<file path="src/rtl/hazard_controller.sv">
`default_nettype none
// hazard_controller: forwarding, load-use/branch stall+flush and slow-memory freeze FSM for the 5-stage core.
// Rev 1.0
module hazard_controller #(
   parameter int TIMEOUT = 256,
   parameter int WAIT_W  = 9,
   parameter int CNT_W   = 16
) (
   input  logic             Clk,
   input  logic             Rst,
   input  logic [3:0]       RA1D,
   input  logic [3:0]       RA2D,
   input  logic [3:0]       RA1E,
   input  logic [3:0]       RA2E,
   input  logic [3:0]       WA3E,
   input  logic [3:0]       WA3M,
   input  logic [3:0]       WA3W,
   input  logic             RegWriteM,
   input  logic             RegWriteW,
   input  logic             MemToRegE,
   input  logic             PCSrcD,
   input  logic             PCSrcE,
   input  logic             PCSrcM,
   input  logic             BranchTakenE,
   input  logic             MemReqM,
   input  logic             MemReadyM,
   output logic [1:0]       ForwardAE,
   output logic [1:0]       ForwardBE,
   output logic             StallF,
   output logic             StallD,
   output logic             StallE,
   output logic             StallM,
   output logic             FlushD,
   output logic             FlushE,
   output logic             FlushW,
   output logic             MemTimeout,
   output logic [CNT_W-1:0] StallCount
);

   localparam logic [0:0] S_RUN      = 1'b0;
   localparam logic [0:0] S_MEM_WAIT = 1'b1;

   localparam logic [WAIT_W-1:0] C_TIMEOUT = WAIT_W'(TIMEOUT);
   localparam logic [CNT_W-1:0]  C_CNT_MAX = {CNT_W{1'b1}};

   logic [0:0]        state;
   logic [0:0]        state_nxt;
   logic [WAIT_W-1:0] wait_cnt;
   logic [WAIT_W-1:0] wait_cnt_nxt;
   logic              timeout_hit;
   logic              mem_stall;
   logic              ld_stall;
   logic              pc_wr_pend;

   // M-stage result has priority over W; R15 reads always come from the PC path
   function automatic logic [1:0] fwd_sel(
      input logic [3:0] ra,
      input logic       we_m,
      input logic [3:0] wa_m,
      input logic       we_w,
      input logic [3:0] wa_w
   );
      logic [1:0] sel;
      sel = 2'b00;
      if (ra != 4'd15) begin
         if (we_m && (ra == wa_m))
            sel = 2'b10;
         else if (we_w && (ra == wa_w))
            sel = 2'b01;
      end
      return sel;
   endfunction

   always_comb begin
      mem_stall  = (state == S_MEM_WAIT) ? ~MemReadyM : (MemReqM & ~MemReadyM);
      ld_stall   = MemToRegE & ((RA1D == WA3E) | (RA2D == WA3E));
      pc_wr_pend = PCSrcD | PCSrcE | PCSrcM;
   end

   always_comb begin
      state_nxt    = state;
      wait_cnt_nxt = wait_cnt;
      timeout_hit  = 1'b0;
      case (state)
         S_RUN: begin
            if (MemReqM && !MemReadyM) begin
               state_nxt    = S_MEM_WAIT;
               wait_cnt_nxt = WAIT_W'(1);
            end
         end
         S_MEM_WAIT: begin
            if (MemReadyM) begin
               state_nxt    = S_RUN;
               wait_cnt_nxt = '0;
            end else if (wait_cnt == C_TIMEOUT) begin
               state_nxt    = S_RUN;
               wait_cnt_nxt = '0;
               timeout_hit  = 1'b1;
            end else begin
               wait_cnt_nxt = wait_cnt + WAIT_W'(1);
            end
         end
         default: begin
            state_nxt    = S_RUN;
            wait_cnt_nxt = '0;
         end
      endcase
   end

   // While frozen on memory, E is held, so branch/load-use are re-evaluated after release
   always_comb begin
      ForwardAE = 2'b00;
      ForwardBE = 2'b00;
      StallF    = 1'b0;
      StallD    = 1'b0;
      StallE    = 1'b0;
      StallM    = 1'b0;
      FlushD    = 1'b1;
      FlushE    = 1'b1;
      FlushW    = 1'b1;
      if (!Rst) begin
         ForwardAE = fwd_sel(RA1E, RegWriteM, WA3M, RegWriteW, WA3W);
         ForwardBE = fwd_sel(RA2E, RegWriteM, WA3M, RegWriteW, WA3W);
         if (mem_stall) begin
            StallF = 1'b1;
            StallD = 1'b1;
            StallE = 1'b1;
            StallM = 1'b1;
            FlushD = 1'b0;
            FlushE = 1'b0;
            FlushW = 1'b1;
         end else begin
            StallD = ld_stall;
            StallF = (ld_stall | pc_wr_pend) & ~BranchTakenE;
            FlushD = pc_wr_pend | BranchTakenE;
            FlushE = ld_stall | BranchTakenE;
            FlushW = 1'b0;
         end
      end
   end

   always_ff @(posedge Clk) begin
      if (Rst) begin
         state      <= S_RUN;
         wait_cnt   <= '0;
         MemTimeout <= 1'b0;
         StallCount <= '0;
      end else begin
         state    <= state_nxt;
         wait_cnt <= wait_cnt_nxt;
         if (timeout_hit)
            MemTimeout <= 1'b1;
         if (StallF && (StallCount != C_CNT_MAX))
            StallCount <= StallCount + CNT_W'(1);
      end
   end

endmodule
`default_nettype wire

</file>
<file path="config.mk">
export PLATFORM = sky130hd
export DESIGN_NAME = hazard_controller
export DESIGN_NICKNAME = d
export VERILOG_FILES = /design/src/rtl/hazard_controller.sv
export SDC_FILE = /design/constraint.sdc
export NUM_CORES = 1
export LEC_CHECK = 0
export CAP_MARGIN = 30
export CORE_ASPECT_RATIO = 0.8
export CORE_MARGIN = 2
export CORE_UTILIZATION = 41
export CTS_BUF_LIST = sky130_fd_sc_hd__clkbuf_8
export DETAILED_ROUTE_END_ITERATION = 8
export PLACE_DENSITY_LB_ADDON = 0.12
export SLEW_MARGIN = 10
export SYNTH_ARGS = -nofsm -noshare
export SYNTH_HDL_FRONTEND = slang
export SYNTH_SLANG_ARGS = --single-unit
export TNS_END_PERCENT = 10
</file>
<file path="constraint.sdc">
create_clock -name Clk -period 1.8 [get_ports Clk]
set_input_delay 0.36 -clock Clk [delete_from_list [all_inputs] [get_ports Clk]]
set_output_delay 0.36 -clock Clk [all_outputs]
set_load 0.02 [all_outputs]
</file>
==> flow_summary.ini, run 1 <==
[logic_synthesis]
synth_fp_nets = 259
ys_seq_area_share_pct = 31.8
synth_seq_cells = 27
synth_ff_type = dfxtp_1
synthTopCellsByArea = dfxtp_1 (32%), xor2_1 (12%), nor2_1 (5.5%)
synthCells = 217
avgSynthCellArea_um2 = 7.82
syn_area_um2 = 1700
synth_top_area_share_pct = 31.8
ys_warn_count = 0
async_flop_share_pct = 0
synth_cell_type_count = 37
synth-edff-count = 0
yosys.area.top_type = dfxtp_1

[sta]
period_minus_slack_ps = 1850
skew_ps = 11.4
hold_viol = 0
slew_violations = 0
tightest_slew_ps = 308
max_freq_mhz = 542
postLayoutSetupSlackWorst_ps = -45.3
relSlewSlack_pct = 79.3
fin_crit_sh_pct = 103
rsz0062_at_grt = true
finalSetupViolations = 1

[setup_path]
ff2ff_setup_slack_ps = -30
r2r-start = state
reg2reg_depth = 7
crit_start = BranchTakenE
critical_path_class = in -> reg
cp-start-kind = input port
crit_fanout = 7
endpoint_kind = register
arrival_ps = 2060
endpoint = StallCount[14]
worstPathRequired_ps = 2010
rr_endpoint = StallCount[14]

[global_route]
grt_max_degree = 17
grt_usage_pct = 22.8
grt_overflow = 0
grt_pass1_wl_mm = 8.50
first_global_vias = 1940
antenna_found_initial = 0

[run_status]
outcome = complete, but fails checks
violations = negative setup slack

[pwr]
p_int_mw = 0.957
swShare_pct = 29.5
cellPowerDensity_nw_per_um2 = 441
irDropWorstVdd_mv = 0.534
p_leak_nw = 1.28
p_switching_mw = 0.401
power_mw = 1.36
pwr-share-seq_pct = 45.2
p_clk_share_pct = 27.0
p_comb_share_pct = 27.8

[floorplan]
die_w_um = 75.9
initial_core_util_pct = 43.8
core-area_um2 = 3880
io-pin-count = 67
die_area_um2 = 4680
die_h_um = 61.6
fp-row-count = 20

[clocking]
numCtsBuffers = 3
cts_tree = built
cts-htree-levels = 1
clk-insertion-delay-late_ps = 280
cts_root_buffer = clkbuf_8
cts_buffer_depth = 2
clk_pin_slew_worst_paths_ps = 110
cts.sinks = 27

[finish]
area_delta_synth_final_pct = 81.1
fillers = 275
final_cell_mix = buf_4 (58), nor2_1 (24), xor2_1 (21)
fin_nets = 386
n_antenna_cell = 0
postLayoutCellArea_um2 = 3080
final_common_cell = buf_4
fin_util_pct = 79.3
instances_no_fill = 398
drive_above_1_share_pct = 38.5

[place]
gp_congestion = 0.870
dp_cells = 388
dpl.hpwl_mm = 3.98
io_buffer_count = 66
detailed_place.area_um2 = 2820
dpl_worst_slack_ps = -849

[route]
routed_wl_mm = 5.68
num_vias = 2078
ant_nets = 0
viasPerCell = 5.22
wl_per_cell_um = 14.3
drt_first_pass_iters = 4
drc = 0
drtIter0Drc = 110

[job]
cap_violations = 0

[min_path]
min_path_type = reg -> reg
## how the worst min path moves through the flow
stage / end / cells after the start / from
floorplan: wait_cnt[8] / 2 / wait_cnt[8]
global placement: wait_cnt[8] / 2 / wait_cnt[8]
detailed placement: wait_cnt[8] / 2 / wait_cnt[8]
CTS: wait_cnt[8] / 2 / wait_cnt[8]
global route: wait_cnt[8] / 2 / wait_cnt[8]
finish: wait_cnt[8] / 2 / wait_cnt[8]
## timing repair
item	CTS	global route
hold buffers	0	0
gates resized for setup	134	43
buffers inserted	1	5
setup endpoints to repair	33	30
pin swaps	30	28
## critical path: stages
cell and delay [ps]:
clkdlybuf4s50_1 470, a21o_1 220, a21oi_2 180, o21ai_4 120, or4_4 530, a21oi_2 160
## cell families (layout without fill, tap and decap cells)
group / Yosys count / count (layout) / share of synthesized area (%)
AND/OR/NAND/NOR: 89 / 89 / 26.6
AO/OA/AOI/OAI: 52 / 52 / 19.1
XOR/XNOR: 27 / 27 / 13.9
flip-flops: 27 / 27 / 31.8
buffers and inverters: 17 / 143 / 5.16
adder cells (fa/ha/maj): 3 / 3 / 2.21
multiplexers: 2 / 2 / 1.18
## layout make-up
class / instances / area, um2 / area share, %
Multi-Input combinational cell: 173 / 1290 / 41.9
Timing Repair Buffer: 127 / 1070 / 34.8
Sequential cell: 27 / 553 / 18.0
Tap cell: 55 / 68.8 / 2.24
Inverter: 12 / 46.3 / 1.51
Clock buffer: 3 / 41.3 / 1.34
Clock inverter: 1 / 7.51 / 0.244
## sequential cells by signal, summed over array words and instances (netlist names)
signal and count:
MemTimeout 1, StallCount 16, state 1, wait_cnt 9
## metrics by stage
| stage | hold slack (ps) | TNS [ps] |
|---|---|---|
| 6_report | 485 | -45.3 |
| 5_1_grt | 493 | -729 |
| 4_1_cts | 479 | -48.3 |
| 3_5_place_dp | 462 | -17580 |
| 3_3_place_gp | 453 | -16530 |
| 2_1_floorplan | 432 | -277 |
## per-layer routing
layer	part of all wire, %	vias to the layer above	GRT usage, %
met4	1.0	0	6.75
met3	5.5	8	4.69
met2	49	78	43.6
met1	44	946	26.7
met5	0	-	0
li1	-	1046	-
## power by group through the flow
stage          Clock (mW)  Sequential (mW)  Combinational (mW)
6_report            0.367            0.613               0.378
5_1_grt             0.391            0.614               0.408
4_1_cts             0.370            0.612               0.344
3_5_place_dp            0            0.625               0.349
3_3_place_gp            0            0.625               0.342
2_1_floorplan           0            0.634               0.129
## synth_stat cells, types with 2 or more instances
master / instances
or4_1: 9
o41ai_1: 2
mux2i_1: 2
o311ai_0: 2
nand3_1: 17
nor2_1: 25
dfxtp_1: 27
o21ai_0: 13
nor3_1: 4
nand4_1: 4
inv_1: 11
buf_2: 2
xor2_1: 24
or3_1: 3
nor4_1: 8
o21ai_2: 2
a21oi_1: 17
o31ai_1: 7
nand2_1: 13
o211ai_1: 3
xnor2_1: 3
and3_1: 2
ha_1: 3
(Power assumes the default switching activity.)
==> inputs of run 2 (changes only) <==
Settings changed: GPL_TIMING_DRIVEN set to 0.
==> run 2 against run 1 <==
  * The run still ends with negative setup slack left
  * Non-clock buffer count shrank 44
  * Worst hold slack worse by 23 ps
  * Critical path depth down 1
  * Clock power is 1% lower
  * Core utilization decreased by 10 points
  * Sequential power hardly changed
  * Routed wire length fell by 17%
  * Clock skew up 2.3 ps
  * First-iteration DRC count is 31% lower
  * Final cell count shrank 11%
  * Power decreased by 5.1%
  * Worst setup slack worse by 11 ps
==> flow_summary.ini, run 2 (synthesized netlist as in run 1, its figures left out) <==
[sta]
hold_viol = 0
tns_ps = -195
max_freq_mhz = 539
period_minus_slack_ps = 1860
rsz0062_at_grt = true
fin_crit_sh_pct = 103
finalSetupViolations = 7
tightest_slew_ps = 307
slew_violations = 0
skew_ps = 13.7
relSlewSlack_pct = 79.3
postLayoutSetupSlackWorst_ps = -56.7

[run_status]
outcome = complete, but fails checks
violations = negative setup slack

[finish]
final_cell_mix = xor2_1 (24), nor2_1 (24), clkdlybuf4s50_1 (24), dlygate4sd2_1 (20), buf_4 (18)
regArea_um2 = 566
instances_no_fill = 354
fin_util_pct = 68.8
regMostFlops = StallCount
multiInputGateArea_um2 = 1210
n_antenna_cell = 0
top_regs = StallCount (16), wait_cnt (9)
drive_above_1_share_pct = 26.8
area_delta_synth_final_pct = 57.3
fillers = 328
largest_register_ffs = 16
fin_nets = 342

[setup_path]
endpoint = ForwardBE[0]
crit_start = WA3M[0]
endpoint_kind = output pin
r2r-start = StallCount[0]
reg2reg_depth = 6
critical_path_class = in -> out
worstPathRequired_ps = 1440
rr_endpoint = StallCount[13]
ff2ff_setup_slack_ps = -40
crit_fanout = 2
arrival_ps = 1500
cp-start-kind = input port

[route]
drt_first_pass_iters = 4
drc = 0
ant_nets = 0
wl_per_cell_um = 13.3
viasPerCell = 5.38
drtIter0Drc = 76
routed_wl_mm = 4.72
num_vias = 1906

[min_path]
hold_start = StallCount[6]
holdPathStages = 1
min_path_type = reg -> reg

[place]
gp_congestion = 0.850
dp_cells = 338
dpl.hpwl_mm = 3.40
io_buffer_count = 66

[global_route]
grt_overflow = 0
antenna_found_initial = 0
grt_usage_pct = 20.1
grt_pass1_wl_mm = 7.75
first_global_vias = 1752
grt_max_degree = 17

[clocking]
clk_pin_slew_worst_paths_ps = 110
cts_tree = built
cts_hold_buf = 0
numCtsBuffers = 3
cts_root_buffer = clkbuf_8
cts-htree-levels = 1
clk-insertion-delay-late_ps = 280
cts.sinks = 27
cts_buffer_depth = 2

[job]
cap_violations = 0

[floorplan]
die_area_um2 = 4680
core-area_um2 = 3880
fp-row-count = 20
initial_core_util_pct = 43.8
io-pin-count = 67
die_h_um = 61.6
die_w_um = 75.9

[pwr]
p_leak_nw = 1.02
cellPowerDensity_nw_per_um2 = 483
irDropWorstVdd_mv = 0.469
run 2: cell count changes in the layout (fill, tap and decap cells not counted), sizes merged:
cell / before / now
dlymetal6s2s: 2 / 0
clkdlybuf4s15: 7 / 5
clkbuf: 6 / 4
clkdlybuf4s50: 19 / 24
buf: 77 / 33
dlygate4sd2: 19 / 20
run 2: worst min-delay path by stage:
stage                    end
4_1_cts        StallCount[5]
3_3_place_gp      MemTimeout
3_5_place_dp     wait_cnt[8]
2_1_floorplan    wait_cnt[8]
5_1_grt        StallCount[5]
6_report       StallCount[6]
run 2: power breakdown:
group / internal, mW / switching [mW]
clock network: 0.158 / 0.206
registers: 0.603 / 0.0110
logic: 0.150 / 0.161
run 2: what timing repair did:
item	in CTS	in global routing
gates resized for setup	130	22
endpoints found under the setup margin	35	34
pin swaps	32	10
setup buffers	10	3
run 2: area by class of cell:
cell class              instances  share of cell area, %
flip-flops and latches         27                   21.2
clock buffers                   3                   1.55
inverters                      12                   1.87
clock inverters                 1                  0.281
multi-input cells             173                   45.5
well taps                      55                   2.58
repair buffers                 79                   25.4
plain buffers                   4                   1.64
run 2: metrics by stage:
stage / area, um2 / power [mW] / worst slack [ps] / hold WS (ps)
floorplan: 1720 / 0.763 / -57.9 / 432
global placement: 2450 / 0.919 / -964 / 453
detailed placement: 2450 / 0.923 / -999 / 460
CTS: 2600 / 1.29 / -132 / 480
global route: 2670 / 1.35 / -137 / 501
finish: 2670 / 1.29 / -56.7 / 463
run 2: critical path, stage by stage:
cell and delay [ps]:
clkdlybuf4s50_1 530, xnor2_1 140, nand3_1 120, and3_1 190
buf_4 150
run 2: routing by layer:
metal | up-vias | GRT usage [%] | routed length [um]
met3 | 2 | 5.57 | 293
met2 | 60 | 33.5 | 2070
li1 | 956 | - | -
met4 | 0 | 3.64 | 10
met5 | - | 0 | 0
met1 | 888 | 26.9 | 2350
==> inputs of run 3 (changes only) <==
Settings changed: CORE_MARGIN 2 to not set, HOLD_SLACK_MARGIN set to 0.12, TNS_END_PERCENT 10 to 1.
==> run 3 against run 2 <==
  * The run still ends with negative setup slack left
  * Sequential power barely moved
  * Clock-buffer cell count is the same
  * Largest power group unchanged
  * Critical path type is now reg -> reg
  * Clock power up 3%
  * Sequential cell count stayed put
  * Cell area rose by 6.6%
  * Highest routed layer unchanged
  * Register-to-register slack worse by 90 ps
  * Worst setup slack got worse by 70 ps
  * Core utilization grew 4.5 points
  * Die area down 5.8%
  * Global-route usage rose by 2.2 points
  * Clock skew up 0.68 ps
==> flow_summary.ini, run 3 (synthesized netlist as in run 1, its figures left out) <==
[route]
drt_first_pass_iters = 4
viasPerCell = 5.43
drc = 0
num_vias = 1970
drtIter0Drc = 93
ant_nets = 0
wl_per_cell_um = 14.2
routed_wl_mm = 5.17

[clocking]
clk-insertion-delay-late_ps = 290
cts-htree-levels = 1
cts_hold_buf = 0
cts_root_buffer = clkbuf_8
cts_tree = built
cts_buffer_depth = 2
cts.sinks = 27
numCtsBuffers = 3
clk_pin_slew_worst_paths_ps = 110

[setup_path]
crit_fanout = 4
endpoint_kind = register
critPathBufInv = 0
cp_slowest_cell = or4_4
critical_path_class = reg -> reg
worstPathRequired_ps = 2020
cp-start-kind = register
crit_chain = ha_4 > nand2_4 > nor4_4 > or4_4 > or4_4 > a21oi_2
arrival_ps = 2140
critPathMaxStageDelay_ps = 530
cpLargestDelayFamily = simple AND/OR/NAND/NOR gates
path_common_cell = or4_4

[floorplan]
die_w_um = 73.9
core-area_um2 = 3880
initial_core_util_pct = 43.8
io-pin-count = 67
fp-row-count = 20
die_h_um = 59.6
die_area_um2 = 4400

[job]
cap_violations = 0

[run_status]
violations = negative setup slack
outcome = complete, but fails checks

[finish]
drive_above_1_share_pct = 31.5
n_antenna_cell = 0
instances_no_fill = 363
largest_register_ffs = 16
final_common_cell = buf_4
top_regs = StallCount (16), wait_cnt (9)
regMostFlops = StallCount
postLayoutCellArea_um2 = 2850
final_cell_mix = buf_4 (26), nor2_1 (25), xor2_1 (24), clkdlybuf4s50_1 (23), dlygate4sd2_1 (15)
fin_util_pct = 73.4
area_delta_synth_final_pct = 67.6
fillers = 296
fin_nets = 351

[global_route]
first_global_vias = 1726
grt_overflow = 0
antenna_found_initial = 0
grt_pass1_wl_mm = 7.67
grt_max_degree = 17
grt_usage_pct = 22.2

[sta]
slew_violations = 0
tightest_slew_ps = 334
hold_viol = 0
tns_ps = -651
relSlewSlack_pct = 77.7
holdWs_ps = 472
postLayoutSetupSlackWorst_ps = -127
skew_ps = 14.3
period_minus_slack_ps = 1930
max_freq_mhz = 519
finalSetupViolations = 12
fin_crit_sh_pct = 107
rsz0062_at_grt = true

[place]
detailed_place.area_um2 = 2450
dpl_worst_slack_ps = -1000
io_buffer_count = 66
dp_cells = 338
dpl.hpwl_mm = 3.29
gp_congestion = 0.821

[min_path]
min_path_type = reg -> reg

[pwr]
power_mw = 1.33
cellPowerDensity_nw_per_um2 = 466
irDropWorstVdd_mv = 0.327
p_leak_nw = 1.10
-- run 3: cell count changes in the layout (fill, tap and decap cells not counted), moves of 3 or more --
cell	before	now
buf_4	18	26
dlygate4sd2_1	20	15
dlymetal6s2s_1	0	4
buf_2	10	2
clkdlybuf4s15_2	1	4
clkdlybuf4s15_1	4	8
-- run 3: path summary, 6_finish.rpt --
path	from	end	slack, ps	cells after the start
worst max-delay path	StallCount[0]	StallCount[13]	-130	6
worst min-delay path	StallCount[6]	StallCount[6]	470	1
worst max register to register	StallCount[0]	StallCount[13]	-130	6
worst min register to register	StallCount[6]	StallCount[6]	470	1
-- run 3: what timing repair did --
item / in CTS / in global routing
gates cloned: 0 / 0
setup endpoints to repair: 35 / 36
endpoints found under the hold margin: 0 / 0
setup buffers: 13 / 9
resized for setup: 118 / 45
pin swaps: 32 / 27
-- run 3: report_power, final --
part	leakage, nW	total [mW]	switching [mW]	internal [mW]
clock network	0.0217	0.373	0.216	0.158
registers	0.226	0.613	0.0104	0.602
logic	0.853	0.339	0.172	0.167
-- run 3: cell type report --
type                    instances  area [um2]  area share [%]
clock buffers                   3        41.3            1.45
inverters                      12        50.0            1.76
repair buffers                 88         801            28.1
multi-input cells             173        1260            44.5
plain buffers                   4        43.8            1.54
flip-flops and latches         27         568            20.0
well taps                      55        68.8            2.42
clock inverters                 1        7.51           0.264
-- run 3: routing by layer --
metal | global-route usage (%) | part of all wire [%] | vias up
met1 | 31.4 | 46 | 927
met2 | 34.7 | 48 | 64
met5 | 0 | 0 | -
met4 | 5.22 | 0.62 | 0
li1 | - | - | 975
met3 | 4.59 | 4.8 | 4
